### src/rtl/m_serial_add_ctrl_pkg.sv
// ----------------------------------------------------------------------------
// m_serial_add_ctrl_pkg
// Shared definitions for the bit-serial add/subtract controller:
//   - DEFAULT_WIDTH : default operand width
//   - state_t       : controller state encoding (IDLE/RUN/DONE)
// ----------------------------------------------------------------------------
package m_serial_add_ctrl_pkg;

   localparam int unsigned DEFAULT_WIDTH = 8;

   typedef enum logic [1:0] {
      IDLE = 2'd0,
      RUN  = 2'd1,
      DONE = 2'd2
   } state_t;

endpackage : m_serial_add_ctrl_pkg

### src/rtl/m_serial_add_ctrl_fa.sv
// ----------------------------------------------------------------------------
// m_FA
// 1-bit full adder. This is the only arithmetic element of the serial
// add/subtract controller.
// Ports:
//   i_a, i_b  input  operand bits
//   i_cin     input  carry in
//   o_s       output sum bit
//   o_cout    output carry out
// ----------------------------------------------------------------------------
module m_FA (
   input  logic i_a,
   input  logic i_b,
   input  logic i_cin,
   output logic o_s,
   output logic o_cout
);

   assign o_s    = i_a ^ i_b ^ i_cin;
   assign o_cout = (i_a & i_b) | (i_a & i_cin) | (i_b & i_cin);

endmodule : m_FA

### src/rtl/m_serial_add_ctrl.sv
// ----------------------------------------------------------------------------
// m_serial_add_ctrl
// Bit-serial adder/subtractor with valid/ready handshakes on both sides.
// An accepted request is processed LSB first, one bit per cycle, through a
// single full adder; the result is presented in DONE until consumed.
// Subtraction is A + ~B + 1 (B inverted at accept, carry seeded with 1).
// Ports:
//   w_clk        input   clock, rising edge
//   w_rst        input   synchronous active-high reset
//   w_in_valid   input   operand request valid
//   w_in_ready   output  controller idle, can accept a request
//   w_a, w_b     input   operands (WIDTH bits), sampled only at accept
//   w_cin        input   carry in (add mode only)
//   w_op         input   0 = add, 1 = subtract
//   w_out_valid  output  result valid
//   w_out_ready  input   consumer accepts result
//   w_s          output  sum / difference (modulo 2^WIDTH)
//   w_cout       output  final carry out (subtract: 1 = no borrow)
// ----------------------------------------------------------------------------
module m_serial_add_ctrl
   import m_serial_add_ctrl_pkg::*;
#(
   parameter int unsigned WIDTH = DEFAULT_WIDTH
) (
   input  logic             w_clk,
   input  logic             w_rst,
   input  logic             w_in_valid,
   output logic             w_in_ready,
   input  logic [WIDTH-1:0] w_a,
   input  logic [WIDTH-1:0] w_b,
   input  logic             w_cin,
   input  logic             w_op,
   output logic             w_out_valid,
   input  logic             w_out_ready,
   output logic [WIDTH-1:0] w_s,
   output logic             w_cout
);

   localparam int unsigned      CNT_W = $clog2(WIDTH) + 1;
   localparam logic [CNT_W-1:0] LAST  = CNT_W'(WIDTH - 1);
   localparam logic [CNT_W-1:0] ONE   = CNT_W'(1);

   state_t             r_state;
   logic [WIDTH-1:0]   r_a;         // operand A shift register
   logic [WIDTH-1:0]   r_b;         // operand B (pre-inverted for subtract)
   logic [WIDTH-1:0]   r_acc;       // partial result, filled from the MSB side
   logic [WIDTH-1:0]   r_s;         // published result, held outside DONE
   logic               r_carry;
   logic               r_cout;
   logic [CNT_W-1:0]   r_cnt;
   logic               r_in_ready;
   logic               r_out_valid;

   logic               w_fa_sum;
   logic               w_fa_cout;
   logic [WIDTH-1:0]   w_acc_next;

   m_FA u_fa (
      .i_a    (r_a[0]),
      .i_b    (r_b[0]),
      .i_cin  (r_carry),
      .o_s    (w_fa_sum),
      .o_cout (w_fa_cout)
   );

   // New sum bit enters at the MSB; after WIDTH shifts the first (LSB) sum
   // bit has reached bit 0. Written as a shift of the concatenation so the
   // same expression also covers WIDTH=1.
   assign w_acc_next = WIDTH'({w_fa_sum, r_acc} >> 1);

   // NOTE: sequential state uses non-blocking assignments so every register
   // sees the pre-edge values of the others, whatever the statement order.
   always_ff @(posedge w_clk) begin
      if (w_rst) begin
         // NOTE: the datapath registers are reset as well, so an aborted
         // operation leaves no stale result and w_s/w_cout read 0.
         r_state     <= IDLE;
         r_a         <= '0;
         r_b         <= '0;
         r_acc       <= '0;
         r_s         <= '0;
         r_carry     <= 1'b0;
         r_cout      <= 1'b0;
         r_cnt       <= '0;
         r_in_ready  <= 1'b1;
         r_out_valid <= 1'b0;
      end else begin
         case (r_state)
            IDLE: begin
               // r_in_ready is 1 throughout IDLE, so w_in_valid alone
               // completes the handshake here.
               if (w_in_valid) begin
                  r_a        <= w_a;
                  r_b        <= w_op ? ~w_b : w_b;
                  r_carry    <= w_op | w_cin;
                  r_cnt      <= '0;
                  r_in_ready <= 1'b0;
                  r_state    <= RUN;
               end
            end

            RUN: begin
               r_a     <= r_a >> 1;
               r_b     <= r_b >> 1;
               r_carry <= w_fa_cout;
               r_acc   <= w_acc_next;
               r_cnt   <= r_cnt + ONE;
               if (r_cnt == LAST) begin
                  r_s         <= w_acc_next;
                  r_cout      <= w_fa_cout;
                  r_out_valid <= 1'b1;
                  r_state     <= DONE;
               end
            end

            DONE: begin
               // Return to IDLE only; the next accept needs a fresh IDLE cycle.
               if (w_out_ready) begin
                  r_out_valid <= 1'b0;
                  r_in_ready  <= 1'b1;
                  r_state     <= IDLE;
               end
            end

            default: begin
               r_out_valid <= 1'b0;
               r_in_ready  <= 1'b1;
               r_state     <= IDLE;
            end
         endcase
      end
   end

   assign w_in_ready  = r_in_ready;
   assign w_out_valid = r_out_valid;
   assign w_s         = r_s;
   assign w_cout      = r_cout;

endmodule : m_serial_add_ctrl

### config.mk
export PLATFORM = sky130hd
export DESIGN_NAME = m_serial_add_ctrl
export DESIGN_NICKNAME = d
export VERILOG_FILES = /design/src/rtl/m_serial_add_ctrl_pkg.sv /design/src/rtl/m_serial_add_ctrl_fa.sv /design/src/rtl/m_serial_add_ctrl.sv
export SDC_FILE = /design/constraint.sdc
export NUM_CORES = 1
export LEC_CHECK = 0
export CAP_MARGIN = 20
export CORE_UTILIZATION = 50
export DETAILED_ROUTE_END_ITERATION = 10
export PLACE_DENSITY = 0.76
export REMOVE_ABC_BUFFERS = 1
export SYNTH_ARGS = -nofsm -noshare
export SYNTH_HDL_FRONTEND = slang
export SYNTH_HIERARCHICAL = 1
export SYNTH_SLANG_ARGS = --single-unit
### constraint.sdc
create_clock -name w_clk -period 2.2 [get_ports w_clk]
set_input_delay 0.44 -clock w_clk [delete_from_list [all_inputs] [get_ports w_clk]]
set_output_delay 0.44 -clock w_clk [all_outputs]
set_load 0.05 [all_outputs]
# [After elaboration in Yosys (flattened, before gate mapping)]
# Cells that the tools add are included.
# Widths: inputs -> output; s select.
[totals] reg_bits=42 input_bits=22 word_cells=54
[op_classes] n_addsub=1 eq_ne=6 muxes=19 n_bitwise=11 reduce_logical=7
[op_table] op="$pmux 8 s2" n=2
[op_table] op="$mux 8" n=3
[op_table] op="$reduce_and 3->1" n=3
[op_table] op="$not 8->8" n=1
[op_table] op="$pmux 4 s2" n=1
[op_table] op="$mux 2" n=3
[op_table] op="$ne 2x2->1 const B" n=3
[op_table] op="$pmux 1 s3" n=2
[op_table] op="$pmux 2 s3" n=1
[op_table] op="$mux 1" n=5
[op_table] op="$add 4x1->4 const B" n=1
[op_table] op="$eq 4x3->1 const B" n=1
[op_table] op="$mux 4" n=1
[op_table] op="$reduce_and 2->1" n=2
[op_table] op="$and 1x1->1" n=3
[op_table] op="$or 1x1->1" n=3
[op_table] op="$eq 2x1->1 const B" n=1
[op_table] op="$eq 2x2->1 const B" n=1
[op_table] op="$logic_not 2->1" n=1
[op_table] op="$not 1->1" n=2
[op_table] op="$pmux 1 s2" n=1
[op_table] op="$reduce_bool 2->1" n=1
[op_table] op="$xor 1x1->1" n=2

# [Logic depth before layout (Yosys ltp)]
# Gate-level depths: netlist of the first run.
[depth] word_depth=4 mapped_depth=6 depth_no_buf=4

# [By module]
# Netlist of the first run, hierarchy kept.
[modules_own_cells] module="m_serial_add_ctrl" instances=1 cells_per_inst=198 area_each_um2=1886.8 seq_area_each_um2=820.8
[modules_own_cells] module="m_FA" instances=1 cells_per_inst=1 area_each_um2=20.0 seq_area_each_um2=0.0

# [Worst setup path after synthesis of the first run]
# OpenSTA, ideal clock, no wires.
[synth_path] path_kind="input -> register" start="input port w_op" end="register r_carry" arrival_time_ns=1.245 setup_slack_ns=0.833 cell_stages=4 cell_sequence="buf_6 > or4b_1 > a21oi_1 > nor3_1"
[synth_via] elab_chain_len=3
[synth_rtl] item="from (decl)" line_no="m_serial_add_ctrl.sv:32" text="input logic w_op,"
[synth_rtl] item="$or 1x1->1" line_no="m_serial_add_ctrl.sv:95" text="r_carry <= w_op | w_cin;"
[synth_rtl] item="$mux 1" line_no="m_serial_add_ctrl.sv:92" text="if (w_in_valid) begin"
[synth_rtl] item="$pmux 1 s2" line_no="m_serial_add_ctrl.sv:88" text="case (r_state)"
[synth_rtl] item="to (signal assigned)" line_no="m_serial_add_ctrl.sv:95"
[synth_rtl] item="to (signal assigned)" line_no="m_serial_add_ctrl.sv:105" text="r_carry <= w_fa_cout;"
[synth_rtl] item="to (decl)" line_no="m_serial_add_ctrl.sv:48" text="logic r_carry;"
# No other way between the ends. The select of a mux whose other input is x is not followed.
# A chain may end at the register's enable or synchronous reset.

# [Worst setup path in the final report of the first run]
[layout_path] start="register r_in_ready (netlist: w_in_ready)" end="output port w_in_ready"
[layout_rtl] item="from (decl)" line_no="m_serial_add_ctrl.sv:51" text="logic r_in_ready;"
[layout_rtl] item="from (signal assigned)" line_no="m_serial_add_ctrl.sv:85" text="r_in_ready <= 1'b1;"
[layout_rtl] item="from (signal assigned)" line_no="m_serial_add_ctrl.sv:97" text="r_in_ready <= 1'b0;"
[layout_rtl] item="from (signal assigned)" line_no="m_serial_add_ctrl.sv:120" text="r_in_ready <= 1'b1;"
[layout_rtl] item="to (decl)" line_no="m_serial_add_ctrl.sv:28" text="output logic w_in_ready,"
# No word-level cell between the ends.

==> impl_metrics.ini, run 1 <==
[yosys]
synth_top_area_share = 0.430
synth_warnings = 6
yosys_most_used_dff = dfxtp_1
syn_area_mm2 = 0.00191
ys_types = 38
async_reset_ff_frac = 0
synth_area_leaders = dfxtp_1, nand2b_1, mux2i_1, a22oi_1, nor2_1
syn_area_per_cell_um2 = 9.58
syn_inst = 199
synth-edff-count = 0
yosysTopAreaCell = dfxtp_1
yosys_register_bits = 41
yosysSeqAreaShare = 0.430

[clocking]
cts_hold_buffers = 0
cts_root_buffer = clkbuf_8
h-tree-depth = 2
clock_sinks = 41
clk_latency_ps = 290
numCtsBuffers = 5
postCtsSetupBuffers = 0
path_clk_slew_ps = 80
cts_tree = yes
cts_buffer_depth = 2
cts-resized-gates = 0

[worst_setup_path]
critical-path-top-delay-family = buffers and inverters
path_depth = 1
max_stage_delay_ps = 800
reg2reg_from = r_state[0]
startpoint = w_in_ready
start_kind = register
endpoint_kind = output pin
r2r-end = w_cout
r2r_slack_ps = 660
endpoint = w_in_ready
critPathMaxFanout = 3
path_class = reg2out
ff2ff_path_depth = 3
path_cells = clkdlybuf4s50_1
slowest_stage = clkdlybuf4s50_1
cp.arrival_ps = 1440
critPathBufInv = 1
crit_required_ps = 1760

[layout]
drive_gt1_frac = 0.116
final_cell_mix = dfxtp_1, clkdlybuf4s50_1, nand2b_1
finalInstanceArea_mm2 = 0.00236
antenna_cells = 0
nNetsFinal = 255
areaGrowthSynthToFinish_pct = 23.8
utilization = 0.645
final_common_cell = dfxtp_1

[place]
dp_hpwl_um = 2330
port_buffers = 32
globalplace.congestion = 0.734
post_dp_cell_area_mm2 = 0.00224

[routing]
avgRoutedWirePerCell_um = 11.7
drc = 0
viasPerCell = 5.25
ant_nets = 0
dr.pass1.iters = 4
routed-via-count = 1471
postRouteWirelength_um = 3280
drt-initial-drc-count = 76

[sta]
rsz0062_at_grt = false
tightest_slew_ps = 494
setup_viol = 0
skew_ps = 5.86
fin_tns_setup_ps = 0
max_slew_margin = 0.669
fin_crit_ps = 1880
drv_slew = 0
fmax_mhz = 531
finalHoldWorstSlack_ps = 458
hold_violations = 0
finalCritPeriodShare = 0.856

[grt]
grt_pass1_wl_um = 5750
overflow = 0
antenna_found_initial = 0
grt_util_met1 = 0.228
top_usage_layer = met2
grt_max_degree = 22
met3_usage = 0.0393
use_met2 = 0.294
grt_usage = 0.182
grt_pass1_vias = 1318

[floorplan]
start_util = 0.521
die_w_um = 63.8
ioPinCount = 33
die_h_um = 63.8
die_area_mm2 = 0.00406
num_rows = 22
coreArea_mm2 = 0.00366

[power_and_ir_drop]
total_leakage_power_nw = 0.842
power_density_mw_per_mm2 = 700
ir_drop_mv = 0.456
power_mw = 1.65

[min_path]
whs_path_depth = 2
holdCritPathClass = reg2reg

[outcome]
run_status = finished, final reports clean

[run]
maxCapViolations = 0
-- layout make-up --
| class | instances | area (um^2) |
|---|---|---|
| fillers | 309 | 1300 |
| inverters | 8 | 30.0 |
| clock buffers | 6 | 82.6 |
| repair buffers | 41 | 388 |
| well taps | 48 | 60.1 |
| clock inverters | 2 | 37.5 |
| multi-input cells | 134 | 941 |
| flip-flops and latches | 41 | 821 |
-- kinds of logic (layout without fill, tap and decap cells) --
| kind of cell | Yosys count | count (layout) | share of synthesized area |
|---|---|---|---|
| simple gates | 64 | 64 | 0.176 |
| fa+ha+maj | 2 | 2 | 0.0171 |
| mux | 11 | 11 | 0.0584 |
| buf+inv | 24 | 57 | 0.0761 |
| compound gates | 49 | 49 | 0.205 |
| flops | 41 | 41 | 0.430 |
| xor+xnor | 8 | 8 | 0.0367 |
-- worst min path at each step --
stage                     startpoint  endpoint  slack [ps]
after floorplan             r_acc[1]  r_acc[1]         430
after global placement      r_acc[1]  r_acc[1]         440
after detailed placement    r_acc[1]  r_acc[1]         450
after CTS                   r_acc[1]  r_acc[1]         460
after global routing          w_s[6]    w_s[6]         490
final                       r_acc[1]  r_acc[1]         460
-- worst reg2reg max path, cell delays in order, from the launching register on --
cell and delay [ps]:
dfxtp_1 490, nand2b_1 300, nor2_4 440, mux2i_1 240
-- synth_stat cells, types with 2 or more instances --
library cell  number
nor3_1             2
inv_1              8
mux2i_1           10
dfxtp_1           41
a211oi_2           2
a21oi_1           12
buf_4              2
nand2_1           14
nor2_1            18
a221oi_2           3
clkbuf_1           3
a22oi_1           10
a221oi_1           2
o21ba_2            2
xnor2_1            7
o22ai_1            7
buf_6              4
a22o_1             7
buf_2              5
nand2b_1          22
-- registers in the layout, summed over array words and instances, names as in the netlist --
signal,count
r_carry,1
w_s,8
w_cout,1
w_out_valid,1
r_b,8
r_a,8
w_in_ready,1
r_acc,7
r_cnt,4
r_state,2
-- through the flow --
stage	cells	setup slack, ps
after floorplan	183	149
final	280	316
after global placement	272	409
after detailed placement	272	375
after global routing	280	259
after CTS	280	305
-- per-layer routing --
| layer | part of all wire | up-vias | wire [um] |
|---|---|---|---|
| met4 | 0.016 | 0 | 53 |
| met5 | 0 | - | 0 |
| met3 | 0.031 | 5 | 100 |
| met1 | 0.48 | 694 | 1580 |
| li1 | - | 749 | - |
| met2 | 0.47 | 23 | 1540 |
-- power breakdown --
part | internal, mW | leakage (nW) | switching, mW
registers | 0.778 | 0.335 | 0.0219
clock network | 0.369 | 0.0574 | 0.251
logic | 0.122 | 0.450 | 0.111
(Power assumes the default switching activity.)
==> run 2, diff against run 1 <==
- ABC_AREA: unset -> 1
==> run 2 against run 1 <==
Against the previous run: clock-buffer cell count fell by 1; die area down 2.6%; cell count is 27% higher; sequential cell count unchanged; clock power fell by 3%; sequential power rose by 0.6%; hold slack improved by 11 ps.
==> impl_metrics.ini, run 2 <==
[sta]
rsz0062_at_grt = false
fmax_mhz = 537
drv_slew = 0
max_slew_margin = 0.662
tightest_slew_ps = 506
fin_tns_setup_ps = 0
setup_viol = 0
fin_crit_ps = 1860
hold_violations = 0
finalCritPeriodShare = 0.847
skew_ps = 5.17

[yosys]
yosys_most_used_dff = dfxtp_1
synth_warnings = 6
synth_common_cells = nand2_1, nor2_1, dfxtp_1, nand3_1, inv_1
synth_area_leaders = dfxtp_1, nand2_1, nor2_1, nand3_1, inv_1
muxShareOfSynthArea = 0
yosysTopAreaCell = dfxtp_1
synth_top_area_share = 0.442
synth.most_common_cell = nand2_1
async_reset_ff_frac = 0
yosysSeqAreaShare = 0.442
synth_xor_area_frac = 0.00472
synth_compound_area_frac = 0.0836
synthSimpleGateAreaFrac = 0.358
synth_top_family_by_area = simple AND/OR/NAND/NOR gates
syn_inst = 277
ys_types = 21
syn_area_per_cell_um2 = 6.70
syn_area_mm2 = 0.00186
synthAdderAreaFrac = 0.0175
synth-edff-count = 0
yosys_register_bits = 41

[routing]
viasPerCell = 4.80
ant_nets = 0
drc = 0
drt-initial-drc-count = 100
routed-via-count = 1710
dr.pass1.iters = 4
postRouteWirelength_um = 3640
avgRoutedWirePerCell_um = 10.2

[layout]
ff_latch_area_um2 = 821
drive_gt1_frac = 0.0613
nNetsFinal = 333
final_common_cell = nand2_1
antenna_cells = 0
areaGrowthSynthToFinish_pct = 24.5
final_cell_mix = nand2_1, nor2_1, dfxtp_1
multi_input_area_um2 = 861
n_fill_cell = 327
finalInstanceArea_mm2 = 0.00231

[worst_setup_path]
start_kind = register
critPathMaxFanout = 2
cp.arrival_ps = 1420
crit_required_ps = 1760
max_stage_delay_ps = 800
path_class = reg2out
critical-path-top-delay-family = buffers and inverters
endpoint_kind = output pin
slowest_stage = clkdlybuf4s50_1
critPathBufInv = 1
path_cells = clkdlybuf4s50_1

[clocking]
h-tree-depth = 2
clock_sinks = 41
cts_hold_buffers = 0
cts_buffer_depth = 2
postCtsSetupBuffers = 0
numCtsBuffers = 5
clk_latency_ps = 290
cts_root_buffer = clkbuf_8
cts-resized-gates = 0
cts_tree = yes
path_clk_slew_ps = 80

[floorplan]
coreArea_mm2 = 0.00344
ioPinCount = 33
die_h_um = 62.9
die_area_mm2 = 0.00396
die_w_um = 62.9
num_rows = 21
start_util = 0.539

[grt]
antenna_found_initial = 0
grt_max_degree = 29
overflow = 0
grt_pass1_wl_um = 6620
grt_usage = 0.210
grt_pass1_vias = 1594

[outcome]
run_status = finished, final reports clean

[power_and_ir_drop]
ir_drop_mv = 0.341
total_leakage_power_nw = 1.06
power_mw = 1.63
power_density_mw_per_mm2 = 706

[run]
maxCapViolations = 0

[place]
globalplace.congestion = 0.755
dp_hpwl_um = 2500
post_dp_cell_area_mm2 = 0.00219
port_buffers = 32

[min_path]
holdCritPathClass = reg2reg
[run 2: stage by stage]
step / std cells / setup slack, ps / hold WS [ps] / util
6_report: 356 / 338 / 468 / 0.671
5_1_grt: 356 / 270 / 492 / 0.671
4_1_cts: 356 / 324 / 473 / 0.671
3_5_place_dp: 348 / 417 / 453 / 0.638
3_3_place_gp: 348 / 450 / 450 / 0.638
2_1_floorplan: 265 / 659 / 447 / -
[run 2: per-layer routing]
layer,GRT usage,up-vias,share of wire
met2,0.356,41,0.47
met5,0,-,0
met4,0.0669,0,0.016
met1,0.253,732,0.48
li1,-,929,-
met3,0.0602,8,0.033
[run 2: layout make-up]
| class | instances | area share |
|---|---|---|
| Sequential cell | 41 | 0.355 |
| Inverter | 26 | 0.0423 |
| Clock buffer | 5 | 0.0298 |
| Timing Repair Buffer | 37 | 0.155 |
| Tap cell | 46 | 0.0249 |
| Clock inverter | 3 | 0.0200 |
| Multi-Input combinational cell | 198 | 0.373 |
[run 2: cells by family after synthesis]
group           Yosys count
simple gates            165
fa+ha+maj                 2
compound gates           30
xor+xnor                  1
buf+inv                  38
flops                    41
[run 2: report_power, final]
group          internal, mW  leakage [nW]  switching, mW
registers             0.781         0.335         0.0240
logic                0.0970         0.667          0.126
clock network         0.339        0.0543          0.264
[run 2: worst min-delay path: cells and delay by family (launching register included)]
kind / cells / cell delay [ps]
DFF: 1 / 340
and+or+nand+nor: 2 / 100
[run 2: final timing paths]
check | startpoint | slack, ps | cells past startpoint | endpoint
max | w_s[6] | 340 | 1 | w_s[6]
min | w_in_ready | 470 | 2 | w_in_ready
max reg2reg | r_cnt[0] | 730 | 7 | w_s[2]
min reg2reg | w_in_ready | 470 | 2 | w_in_ready
==> run 3, diff against run 2 <==
- CORE_UTILIZATION: 50 -> 47
- PLACE_DENSITY: 0.76 -> 0.75
- clock period: 2.2 -> 1.7 ns (I/O delays scaled with it)
==> run 3 against run 2 <==
Against the previous run: worst setup slack worse by 98 ps; power rose by 24%; largest power group unchanged; global-route usage decreased by 1.8 points; hold slack gained 3.9 ps; combinational power increased by 33%; design area barely moved; register-to-register slack lost 490 ps; via count up 0.94%.
==> impl_metrics.ini, run 3 (synthesis results as in run 2) <==
[outcome]
run_status = finished, final reports clean

[sta]
hold_violations = 0
max_slew_margin = 0.762
finalHoldWorstSlack_ps = 472
drv_slew = 0
tightest_slew_ps = 357
skew_ps = 2.15
fin_crit_ps = 1460
fmax_mhz = 685
setup_viol = 0
fin_tns_setup_ps = 0
finalCritPeriodShare = 0.859
rsz0062_at_grt = false

[worst_setup_path]
critical-path-top-delay-family = simple AND/OR/NAND/NOR gates
crit_required_ps = 1930
endpoint_kind = register
max_stage_delay_ps = 390
start_kind = register
critPathMaxFanout = 11
path_cells = ha_1 -> nand2_1 -> nor2_1 -> nand2_1 -> inv_2 -> nor2_1 -> nor2_1
critPathBufInv = 1
cp.arrival_ps = 1690
crit_top_cell = nor2_1
path_class = reg2reg
slowest_stage = dfxtp_1

[layout]
multi_input_area_um2 = 861
finalInstanceArea_mm2 = 0.00231
drive_gt1_frac = 0.111
n_fill_cell = 377
final_common_cell = nand2_1
utilization = 0.621
final_cell_mix = nand2_1, nor2_1, dfxtp_1
ff_latch_area_um2 = 821
nNetsFinal = 338
antenna_cells = 0
areaGrowthSynthToFinish_pct = 24.4

[routing]
postRouteWirelength_um = 3560
avgRoutedWirePerCell_um = 9.80
dr.pass1.iters = 4
ant_nets = 0
drt-initial-drc-count = 94
viasPerCell = 4.75
drc = 0
routed-via-count = 1726

[floorplan]
coreArea_mm2 = 0.00372
die_h_um = 64.8
ioPinCount = 33
num_rows = 22
start_util = 0.499
die_area_mm2 = 0.00420
die_w_um = 64.8

[clocking]
h-tree-depth = 2
cts-resized-gates = 0
postCtsSetupBuffers = 0
cts_buffer_depth = 2
cts_root_buffer = clkbuf_8
path_clk_slew_ps = 70
cts_hold_buffers = 0
cts_tree = yes
clk_latency_ps = 280
clock_sinks = 41
numCtsBuffers = 5

[grt]
grt_usage = 0.192
antenna_found_initial = 0
overflow = 0
grt_pass1_vias = 1472
grt_max_degree = 29
grt_pass1_wl_um = 6250

[place]
dp_hpwl_um = 2550
port_buffers = 32
post_dp_cell_area_mm2 = 0.00221
globalplace.congestion = 0.775

[power_and_ir_drop]
ir_drop_mv = 0.393
power_density_mw_per_mm2 = 877
total_leakage_power_nw = 1.10

[run]
maxCapViolations = 0

[min_path]
holdCritPathClass = reg2reg
==> run 3: path summary, 6_finish.rpt <==
check	cells after the start	slack, ps	from	end
worst max-delay path	7	240	r_cnt[0]	w_s[7]
worst min-delay path	2	470	w_out_valid	w_out_valid
worst max register to register	7	240	r_cnt[0]	w_s[7]
worst min register to register	2	470	w_out_valid	w_out_valid
==> run 3: final cells by class <==
cell class,count,share of cell area
Clock buffer,7,0.0417
Clock inverter,1,0.00217
Inverter,26,0.0423
Multi-Input combinational cell,198,0.373
Sequential cell,41,0.356
Tap cell,48,0.0260
Timing Repair Buffer,42,0.159
==> run 3: routing by layer <==
| metal | vias up | global-route usage | part of all wire |
|---|---|---|---|
| met4 | 0 | 0.0750 | 0.013 |
| met1 | 749 | 0.232 | 0.46 |
| met2 | 40 | 0.332 | 0.48 |
| li1 | 932 | - | - |
| met5 | - | 0 | 0 |
| met3 | 5 | 0.0370 | 0.043 |
==> run 3: power by group <==
| part | switching [mW] | internal [mW] |
|---|---|---|
| logic | 0.163 | 0.134 |
| clock network | 0.320 | 0.367 |
| registers | 0.0306 | 1.01 |
==> run 3: worst min-delay path: stages, from the launching register on <==
cell	delay, ps
dfxtp_1	330
nor2_1	50
nor2_1	70
==> run 3: through the flow <==
stage	power [mW]	instances	setup slack, ps
2_1_floorplan	1.23	265	159
3_3_place_gp	1.36	355	171
3_5_place_dp	1.36	355	131
4_1_cts	2.04	363	228
5_1_grt	2.13	363	26.5
6_report	2.03	363	239
